[src/rtl/stack_alu.sv]
// stack_alu: Forth execution stage on top of the data-stack block.
// Optional FAST_MUL_EN selects a single-cycle multiplier.
module stack_alu #(
  parameter int WIDTH     = 16,
  parameter int DEPTH_MAX = 255
) (
  input  logic             Clk,
  input  logic             Rst_n,
  input  logic             OpValid,
  output logic             OpReady,
  input  logic [3:0]       Op,
  input  logic [WIDTH-1:0] Lit,
  input  logic [WIDTH-1:0] T,
  input  logic [WIDTH-1:0] N,
  output logic             TWrite,
  output logic             NWrite,
  output logic [WIDTH-1:0] WData,
  output logic [7:0]       Offset,
  output logic             Done,
  output logic             Underflow,
  output logic             Overflow,
  output logic             DivZero,
  output logic             IllegalOp,
  output logic [7:0]       Depth
);

  typedef enum logic [2:0] {
    IDLE, WB, SWAP2, MUL_RUN, DIV_RUN, ERR
  } state_t;

  localparam logic [3:0] OP_NOP  = 4'd0;
  localparam logic [3:0] OP_ADD  = 4'd1;
  localparam logic [3:0] OP_SUB  = 4'd2;
  localparam logic [3:0] OP_AND  = 4'd3;
  localparam logic [3:0] OP_OR   = 4'd4;
  localparam logic [3:0] OP_XOR  = 4'd5;
  localparam logic [3:0] OP_NOT  = 4'd6;
  localparam logic [3:0] OP_DUP  = 4'd7;
  localparam logic [3:0] OP_DROP = 4'd8;
  localparam logic [3:0] OP_SWAP = 4'd9;
  localparam logic [3:0] OP_OVER = 4'd10;
  localparam logic [3:0] OP_MUL  = 4'd11;
  localparam logic [3:0] OP_DIV  = 4'd12;
  localparam logic [3:0] OP_MOD  = 4'd13;
  localparam logic [3:0] OP_LIT  = 4'd14;
  localparam logic [3:0] OP_ILL  = 4'd15;

  localparam logic [7:0] DMAX = 8'(DEPTH_MAX);
  localparam logic [7:0] POP  = 8'hFF;
  localparam logic [7:0] PUSH = 8'h01;

`ifdef FAST_MUL_EN
  localparam bit FastMul = 1'b1;
`else
  localparam bit FastMul = 1'b0;
`endif

  state_t           state;
  logic [3:0]       op_q;
  logic [WIDTH-1:0] t_q;
  logic [WIDTH-1:0] n_q;
  logic [WIDTH-1:0] acc;
  logic [3:0]       cnt;

  logic [1:0]       need;
  logic [7:0]       net;
  logic             tw;
  logic             dz;
  logic [WIDTH-1:0] res;
  logic             accept;
  logic [WIDTH-1:0] mul_acc;
  logic [WIDTH:0]   div_rs;
  logic [WIDTH:0]   div_diff;
  logic [WIDTH-1:0] rem_n;
  logic [WIDTH-1:0] quo_n;

  assign accept = OpValid && OpReady;

  // Operand count, net pointer move and single-cycle result per opcode
  always_comb begin
    need = 2'd0;
    net  = 8'h00;
    tw   = 1'b0;
    res  = '0;
    case (Op)
      OP_ADD:  begin need = 2'd2; net = POP; tw = 1'b1; res = N + T; end
      OP_SUB:  begin need = 2'd2; net = POP; tw = 1'b1; res = N - T; end
      OP_AND:  begin need = 2'd2; net = POP; tw = 1'b1; res = N & T; end
      OP_OR:   begin need = 2'd2; net = POP; tw = 1'b1; res = N | T; end
      OP_XOR:  begin need = 2'd2; net = POP; tw = 1'b1; res = N ^ T; end
      OP_NOT:  begin need = 2'd1; tw = 1'b1; res = ~T; end
      OP_DUP:  begin need = 2'd1; net = PUSH; tw = 1'b1; res = T; end
      OP_DROP: begin need = 2'd1; net = POP; end
      OP_SWAP: begin need = 2'd2; tw = 1'b1; res = N; end
      OP_OVER: begin need = 2'd2; net = PUSH; tw = 1'b1; res = N; end
      OP_MUL:  begin need = 2'd2; net = POP; tw = 1'b1; res = N * T; end
      OP_DIV:  begin need = 2'd2; net = POP; tw = 1'b1; res = '1; end
      OP_MOD:  begin need = 2'd2; net = POP; tw = 1'b1; res = N; end
      OP_LIT:  begin net = PUSH; tw = 1'b1; res = Lit; end
      default: ;
    endcase
  end

  assign dz = (Op == OP_DIV || Op == OP_MOD) && (T == '0);

  // One shift-add step and one restoring-divide step
  always_comb begin
    mul_acc  = acc + (t_q[0] ? n_q : '0);
    div_rs   = {acc, n_q[WIDTH-1]};
    div_diff = div_rs - {1'b0, t_q};
    if (!div_diff[WIDTH]) begin
      rem_n = div_diff[WIDTH-1:0];
      quo_n = {n_q[WIDTH-2:0], 1'b1};
    end else begin
      rem_n = div_rs[WIDTH-1:0];
      quo_n = {n_q[WIDTH-2:0], 1'b0};
    end
  end

  // Control FSM with registered strobes, pulses and depth tracking
  always_ff @(posedge Clk or negedge Rst_n) begin
    if (!Rst_n) begin
      state     <= IDLE;
      op_q      <= OP_NOP;
      t_q       <= '0;
      n_q       <= '0;
      acc       <= '0;
      cnt       <= '0;
      OpReady   <= 1'b0;
      TWrite    <= 1'b0;
      NWrite    <= 1'b0;
      WData     <= '0;
      Offset    <= '0;
      Done      <= 1'b0;
      Underflow <= 1'b0;
      Overflow  <= 1'b0;
      DivZero   <= 1'b0;
      IllegalOp <= 1'b0;
      Depth     <= '0;
    end else begin
      OpReady   <= 1'b0;
      TWrite    <= 1'b0;
      NWrite    <= 1'b0;
      Offset    <= '0;
      Done      <= 1'b0;
      Underflow <= 1'b0;
      Overflow  <= 1'b0;
      DivZero   <= 1'b0;
      IllegalOp <= 1'b0;
      case (state)
        IDLE: begin
          if (accept) begin
            op_q <= Op;
            t_q  <= T;
            n_q  <= N;
            acc  <= '0;
            cnt  <= '0;
            if (Op == OP_ILL) begin
              state     <= ERR;
              IllegalOp <= 1'b1;
              Done      <= 1'b1;
            end else if (Depth < {6'd0, need}) begin
              state     <= ERR;
              Underflow <= 1'b1;
              Done      <= 1'b1;
            end else if (Depth == DMAX && net == PUSH) begin
              state    <= ERR;
              Overflow <= 1'b1;
              Done     <= 1'b1;
            end else if (Op == OP_MUL && !FastMul) begin
              state <= MUL_RUN;
            end else if ((Op == OP_DIV || Op == OP_MOD) && !dz) begin
              state <= DIV_RUN;
            end else if (Op == OP_SWAP) begin
              state  <= WB;
              TWrite <= 1'b1;
              WData  <= N;
            end else begin
              state   <= WB;
              TWrite  <= tw;
              WData   <= res;
              Offset  <= net;
              Done    <= 1'b1;
              DivZero <= dz;
              Depth   <= Depth + net;
            end
          end else begin
            OpReady <= 1'b1;
          end
        end
        WB: begin
          if (op_q == OP_SWAP) begin
            state  <= SWAP2;
            NWrite <= 1'b1;
            WData  <= t_q;
            Done   <= 1'b1;
          end else begin
            state   <= IDLE;
            OpReady <= 1'b1;
          end
        end
        MUL_RUN: begin
          acc <= mul_acc;
          n_q <= n_q << 1;
          t_q <= t_q >> 1;
          cnt <= cnt + 4'd1;
          if (cnt == 4'd15) begin
            state  <= WB;
            TWrite <= 1'b1;
            WData  <= mul_acc;
            Offset <= POP;
            Done   <= 1'b1;
            Depth  <= Depth + POP;
          end
        end
        DIV_RUN: begin
          acc <= rem_n;
          n_q <= quo_n;
          cnt <= cnt + 4'd1;
          if (cnt == 4'd15) begin
            state  <= WB;
            TWrite <= 1'b1;
            WData  <= (op_q == OP_DIV) ? quo_n : rem_n;
            Offset <= POP;
            Done   <= 1'b1;
            Depth  <= Depth + POP;
          end
        end
        default: begin
          state   <= IDLE;
          OpReady <= 1'b1;
        end
      endcase
    end
  end

endmodule

[config.mk]
export PLATFORM = sky130hd
export DESIGN_NAME = stack_alu
export DESIGN_NICKNAME = d
export VERILOG_FILES = /design/src/rtl/stack_alu.sv
export SDC_FILE = /design/constraint.sdc
export NUM_CORES = 1
export LEC_CHECK = 0
export CELL_PAD_IN_SITES_DETAIL_PLACEMENT = 2
export CELL_PAD_IN_SITES_GLOBAL_PLACEMENT = 2
export CORE_MARGIN = 3
export CORE_UTILIZATION = 23
export DETAILED_ROUTE_END_ITERATION = 10
export GPL_TIMING_DRIVEN = 1
export PLACE_DENSITY_LB_ADDON = 0.1
export SYNTH_ARGS = -nofsm -noshare
export SYNTH_HDL_FRONTEND = slang
export SYNTH_SLANG_ARGS = --single-unit
export TNS_END_PERCENT = 5
[constraint.sdc]
create_clock -name Clk -period 3.5 [get_ports Clk]
set_input_delay 0.35 -clock Clk [delete_from_list [all_inputs] [get_ports Clk]]
set_output_delay 0.35 -clock Clk [all_outputs]
set_load 0.05 [all_outputs]
-- After elaboration in Yosys (flattened, before gate mapping)
Cells that the tools add are included.
- $lt $le $gt $ge: 1
- bitwise logic cells: 4
- equal/unequal tests: 34
- $add $sub $neg: 7
- mux-type cells: 96
- reductions and logical operators: 26
- operators by type and width (operator ; number):
    16-bit 2-to-1 mux ; 16
    16-bit case mux with 10 select lines ; 1
    8-bit 2-to-1 mux ; 16
    16-bit case mux with 3 select lines ; 2
    16-bit case mux with 4 select lines ; 1
    8-bit case mux with 2 select lines ; 3
    4-bit == test, second input constant ; 11
    1-bit 2-to-1 mux ; 41
    16-bit adder ; 2
    16-bit case mux with 2 select lines ; 1
    3-bit 2-to-1 mux ; 7
    2-bit != test, second input constant ; 10
    17-bit by 16-bit subtractor with 17-bit output ; 1
    16-bit AND ; 1
    4-bit by 3-bit == test with 1-bit output, second input constant ; 4
    16-bit zero test ; 1
    16-bit inverter ; 1
    16-bit OR ; 1
    16-bit subtractor ; 1
    16-bit bitwise XOR ; 1
    11-bit OR reduction ; 1
    10-bit AND reduction ; 1
    2-bit AND reduction ; 5
    10-bit OR reduction ; 1
    other kinds (30) ; 38
- flip-flop bits (word level): 99
- logic and storage cells: 185
- output and inout bits: 40

-- Depth between registers and ports, before layout
- depth in word-level cells: 12
- depth in mapped cells: 17
- gate-level depth less buffers: 16

-- Worst setup path after synthesis
Ideal clock, no wire load.
- kind: input to register
- from: input port Op[2]
- to: register WData[15]
- path slack: -0.013 ns
- arrival: 3.419 ns
- library setup time: 0.094 ns
- stages on the path: 14
- data required time: 3.406 ns
- path through: clkbuf_1 > clkbuf_1 > nor3_1 > nor2_1 > xnor2_1 > ha_1 > a2111o_1 > o21ai_0 > o21ai_0 > a31oi_1 > a31oi_1 > xnor2_1 > a21oi_1 > a221oi_2
- word-level cells in the longest chain between the ends: 11
- elaborated cells on any way between the ends: 44
- classes of those cells: 1 x order compare; 21 x eq/ne; 11 x mux; 11 x reduce/logical
- ends and longest elaborated chain (what ; RTL line ; RTL):
    start: declaration ; 11 ; input logic [3:0] Op,
    4-bit == test (on tied branches) ; 85, 104, 172 ;
    2-bit OR reduction (no source line) ; n/a ;
    16-bit case mux with 10 select lines ; 85 ; case (Op)
    16-bit 2-to-1 mux ; 174 ; end else if (Op == OP_SWAP) begin
    16-bit 2-to-1 mux ; 172 ; end else if ((Op == OP_DIV || Op == OP_MOD) && !dz) begin
    16-bit 2-to-1 mux ; 170 ; end else if (Op == OP_MUL && !FastMul) begin
    16-bit 2-to-1 mux ; 166 ; end else if (Depth == DMAX && net == PUSH) begin
    16-bit 2-to-1 mux ; 162 ; end else if (Depth < {6'd0, need}) begin
    16-bit 2-to-1 mux ; 158 ; if (Op == OP_ILL) begin
    16-bit 2-to-1 mux ; 152 ; if (accept) begin
    16-bit case mux with 4 select lines ; 150 ; case (state)
    end signal: assignment ; 181 ; WData <= res;
    end signal: assignment ; 195 ; WData <= t_q;
    end signal: assignment ; 210 ; WData <= mul_acc;
    end: declaration ; 17 ; output logic [WIDTH-1:0] WData,
Several ways; a longest one is shown, not always the timed one. The select of a mux whose other input is x is not followed.
A chain may end at the register's enable or synchronous reset.

-- Final worst setup path
- from: input port Op[0]
- to: register WData[14]
Same word-level chain as after synthesis.

==> flow_results.xml <==
<?xml version="1.0" encoding="UTF-8"?>
<metrics>
  <group name="min_path">
    <metric name="timing.hold.worst.class" unit="">input port to asynchronous set/reset pin</metric>
  </group>
  <group name="yosys">
    <metric name="synth.distinct_cells" unit="">86</metric>
    <metric name="postSynthRegisterBits" unit="">93</metric>
    <metric name="synth_sequential_area_ratio" unit="">0.253</metric>
    <metric name="async_flop_share" unit="">1.00</metric>
    <metric name="syn_nets" unit="">1287</metric>
    <metric name="yosys.area.top_type" unit="">dfrtp_1</metric>
    <metric name="post_synth_inst_count" unit="">1139</metric>
    <metric name="dominantRegCellSynth" unit="">dfrtp_1</metric>
    <metric name="postSynthAreaPerCell" unit="um^2">8.08</metric>
    <metric name="syn_area" unit="um^2">9200</metric>
    <metric name="netlist.area_leader.share" unit="">0.253</metric>
    <metric name="post_synth_main_area_contributors" unit="">dfrtp_1 (25%), ha_1 (12%), nand2_1 (5.4%)</metric>
    <metric name="synth-warning-count" unit="">0</metric>
    <metric name="most_frequent_cell_after_synthesis" unit="">nand2_1</metric>
    <metric name="leading_post_synthesis_cells_by_instance_count" unit="">nand2_1 (132), nor2_1 (99), dfrtp_1 (93)</metric>
    <metric name="synth_edf_count" unit="">0</metric>
  </group>
  <group name="clocking">
    <metric name="clock_tree.root_cell" unit="">clkbuf_16</metric>
    <metric name="cts_max_path_buffers" unit="">2</metric>
    <metric name="clock_network_latency_to_the_later_pin_of_the_worst_skew_pair" unit="ns">0.36</metric>
    <metric name="tritoncts" unit="">yes</metric>
    <metric name="cts_made_buffers" unit="">9</metric>
    <metric name="deepest_level_of_the_cts_h_tree" unit="">3</metric>
    <metric name="cts_sinks" unit="">93</metric>
    <metric name="clkTransAtPathRegs" unit="ns">0.07</metric>
  </group>
  <group name="place">
    <metric name="place.gp.congestion" unit="">0.838</metric>
    <metric name="port_buffers" unit="">94</metric>
    <metric name="place_hpwl" unit="um">34400</metric>
  </group>
  <group name="critical_path">
    <metric name="cp_slowest_cell" unit="">clkdlybuf4s50_1</metric>
    <metric name="timing_worst_setup_path_type" unit="">input port to flop</metric>
    <metric name="cpMostUsedCell" unit="">buf_4</metric>
    <metric name="worst_setup_path_end_kind" unit="">flop</metric>
    <metric name="max_stage_delay" unit="ns">0.47</metric>
    <metric name="timing.critical_path.from_type" unit="">input port</metric>
    <metric name="required" unit="ns">3.74</metric>
    <metric name="cp_max_fanout" unit="">10</metric>
    <metric name="timing.critical_path.cells" unit="">clkdlybuf4s50_1 &gt; nand2b_1 &gt; buf_6 &gt; nor3_2 &gt; buf_4 &gt; nor2_1 &gt; xnor2_1 &gt; ha_1 &gt; o21ai_2 &gt; a21oi_2 &gt; o41a_1 &gt; o211ai_1 &gt; buf_4 &gt; o21ai_2 &gt; xnor2_1 &gt; o21ai_0 &gt; buf_4 &gt; a31oi_1 &gt; o31ai_1</metric>
    <metric name="worst_ep_arrival_time" unit="ns">3.61</metric>
  </group>
  <group name="drt">
    <metric name="postRouteAntennaNets" unit="">0</metric>
    <metric name="route.detailed.wl_per_inst" unit="um">22.9</metric>
    <metric name="drt-pass1-iter-count" unit="">5</metric>
    <metric name="drc_errors" unit="">0</metric>
    <metric name="routed_wirelength" unit="um">42700</metric>
    <metric name="avgViaCountPerCell" unit="">5.08</metric>
    <metric name="routed-via-count" unit="">9489</metric>
    <metric name="first_drt_iteration_drcs" unit="">408</metric>
  </group>
  <group name="timing">
    <metric name="fmax" unit="MHz">296</metric>
    <metric name="timing.final.hold_violations" unit="">0</metric>
    <metric name="layout_worst_path_cycle_share" unit="">0.964</metric>
    <metric name="rsz0062_at_grt" unit="">true</metric>
    <metric name="setup_tns" unit="ns">0</metric>
    <metric name="fin_crit" unit="ns">3.37</metric>
    <metric name="worst_margin_pin_slew" unit="ns">1.02</metric>
    <metric name="timing.final.setup_violations" unit="">0</metric>
    <metric name="final.hold.worst_slack" unit="ns">0.0203</metric>
    <metric name="slew_headroom" unit="">0.319</metric>
    <metric name="timing.final.max_slew_violations" unit="">0</metric>
    <metric name="finalClockSkew" unit="ns">0.0175</metric>
  </group>
  <group name="cells_and_area">
    <metric name="n_antenna_cell" unit="">0</metric>
    <metric name="final_layout_size_suffix_gt1_frac" unit="">0.176</metric>
    <metric name="area_delta_synth_final" unit="%">32.9</metric>
    <metric name="filler_cell_count" unit="">4549</metric>
    <metric name="layout.nets" unit="">1492</metric>
  </group>
  <group name="floorplanning">
    <metric name="width_of_the_die" unit="um">206</metric>
    <metric name="placeable_core_region" unit="um^2">39100</metric>
    <metric name="floorplan.die.height" unit="um">206</metric>
    <metric name="boundaryPins" unit="">95</metric>
    <metric name="placementRows" unit="">72</metric>
    <metric name="initial_util" unit="">0.235</metric>
    <metric name="floorplan.die_area" unit="um^2">42400</metric>
  </group>
  <group name="global_routing">
    <metric name="largest_net_degree_at_the_start_of_global_routing" unit="">49</metric>
    <metric name="grt-ovfl-total" unit="">0</metric>
    <metric name="grtUsageTotal" unit="">0.203</metric>
    <metric name="via_count_of_the_first_global_routing_pass" unit="">10337</metric>
    <metric name="grt_antenna_before_repair" unit="">0</metric>
    <metric name="grt_first_pass_wirelength" unit="um">65400</metric>
  </group>
  <group name="flow_run">
    <metric name="drv.max_cap_violation_count" unit="">0</metric>
  </group>
  <group name="power_and_ir_drop">
    <metric name="power_per_cell_area" unit="nW/um^2">677</metric>
    <metric name="power.leakage" unit="nW">5.46</metric>
    <metric name="peakVddDrop" unit="V">0.000511</metric>
  </group>
  <group name="run_status">
    <metric name="outcome" unit="">complete, no violations</metric>
  </group>
</metrics>
final cells by class:
type	instances	area, um^2	share of cell area
Multi-Input combinational cell	921	6520	0.533
Sequential cell	93	2330	0.190
Timing Repair Buffer	256	2180	0.178
Tap cell	518	648	0.0530
Clock buffer	13	270	0.0221
Inverter	63	236	0.0193
Clock inverter	3	42.5	0.00348
cell usage in the layout, fill, tap and decap left out, types with 10 or more instances in the layout:
cell type,netlist,layout
a211oi_1,19,18
a21o_1,13,13
a21oi_1,72,69
a221oi_1,13,12
a22oi_1,15,15
a31oi_1,30,29
and2_1,18,18
buf_4,8,157
clkdlybuf4s50_1,0,92
dfrtp_1,93,93
ha_1,89,88
inv_1,62,62
mux2i_1,44,41
nand2_1,132,132
nand2b_1,15,14
nand3_1,18,17
nand4_1,10,10
nor2_1,99,98
nor3_1,18,14
o211ai_1,14,14
o21a_1,11,11
o21ai_0,83,73
o21ai_1,7,13
o22ai_1,11,11
xnor2_1,36,36
xor2_1,24,24
state kept, by name (all words and copies together), names as in the netlist:
| register | count |
|---|---|
| Depth | 8 |
| DivZero | 1 |
| Done | 1 |
| IllegalOp | 1 |
| NWrite | 1 |
| Offset | 2 |
| OpReady | 1 |
| Overflow | 1 |
| TWrite | 1 |
| Underflow | 1 |
| WData | 16 |
| acc | 16 |
| cnt | 4 |
| n_q | 16 |
| op_q | 4 |
| state | 3 |
| t_q | 16 |
path summary, 6_finish.rpt:
check	from	slack (ns)	to	cells past startpoint
max	Op[0]	0.13	WData[14]	19
min	Rst_n	0.02	Depth[6]	1
max reg2reg	t_q[0]	0.15	WData[9]	14
min reg2reg	op_q[3]	0.53	op_q[3]	2
max in group asynchronous	Rst_n	2.70	n_q[9]	2
min in group Clk	Op[1]	0.48	op_q[1]	4
repair_timing:
action | CTS | global route
pin swaps | 1 | 8
resized for setup | 7 | 38
setup buffers | 0 | 2
hold buffers | 0 | 0
setup endpoints to repair | 6 | 18
power breakdown:
group          switching (mW)  total [mW]  leakage (nW)  internal (mW)
registers               0.562        2.05          1.17           1.48
logic                    3.06        5.14          4.13           2.08
clock network           0.478        1.09         0.152          0.614
total                    4.10        8.27          5.46           4.17
logic make-up (layout without fill, tap and decap cells):
family	Yosys count	after routing	synth area share
buffers and inverters	125	335	0.0575
DFF	93	93	0.253
adders and majority gates	93	93	0.130
muxes	48	48	0.0528
xor gates and xnor gates	62	62	0.0607
AOI/OAI and AO/OA	362	362	0.265
and+or+nand+nor	356	356	0.181
critical path: cells and delay by family:
kind / cells / cell delay (ns)
AO/OA/AOI/OAI: 8 / 1.26
buffers and inverters: 5 / 1.13
AND/OR/NAND/NOR: 3 / 0.33
adder cells (fa/ha/maj): 1 / 0.29
XOR/XNOR: 2 / 0.26
metrics by stage:
| stage | util | setup WS, ns | std cells | area, um^2 | total power, mW |
|---|---|---|---|---|---|
| final | 0.313 | 0.125 | 1867 | 12200 | 8.27 |
| after global routing | 0.313 | -0.0792 | 1867 | 12200 | 8.93 |
| after CTS | 0.308 | 0.000507 | 1865 | 12100 | 8.30 |
| after detailed placement | 0.300 | -0.597 | 1849 | 11700 | 7.14 |
| after global placement | 0.300 | -0.485 | 1849 | 11700 | 7.02 |
| after floorplan | - | 0.0909 | 1139 | 9200 | 5.05 |
routing by layer:
layer | GRT usage | part of all wire | routed length, um
met5 | 0 | 0 | 0
met4 | 0.0332 | 0.0092 | 392
met3 | 0.0145 | 0.017 | 711
met2 | 0.339 | 0.47 | 20200
met1 | 0.293 | 0.50 | 21400
No activity file was read; power rests on OpenSTA's default activity.
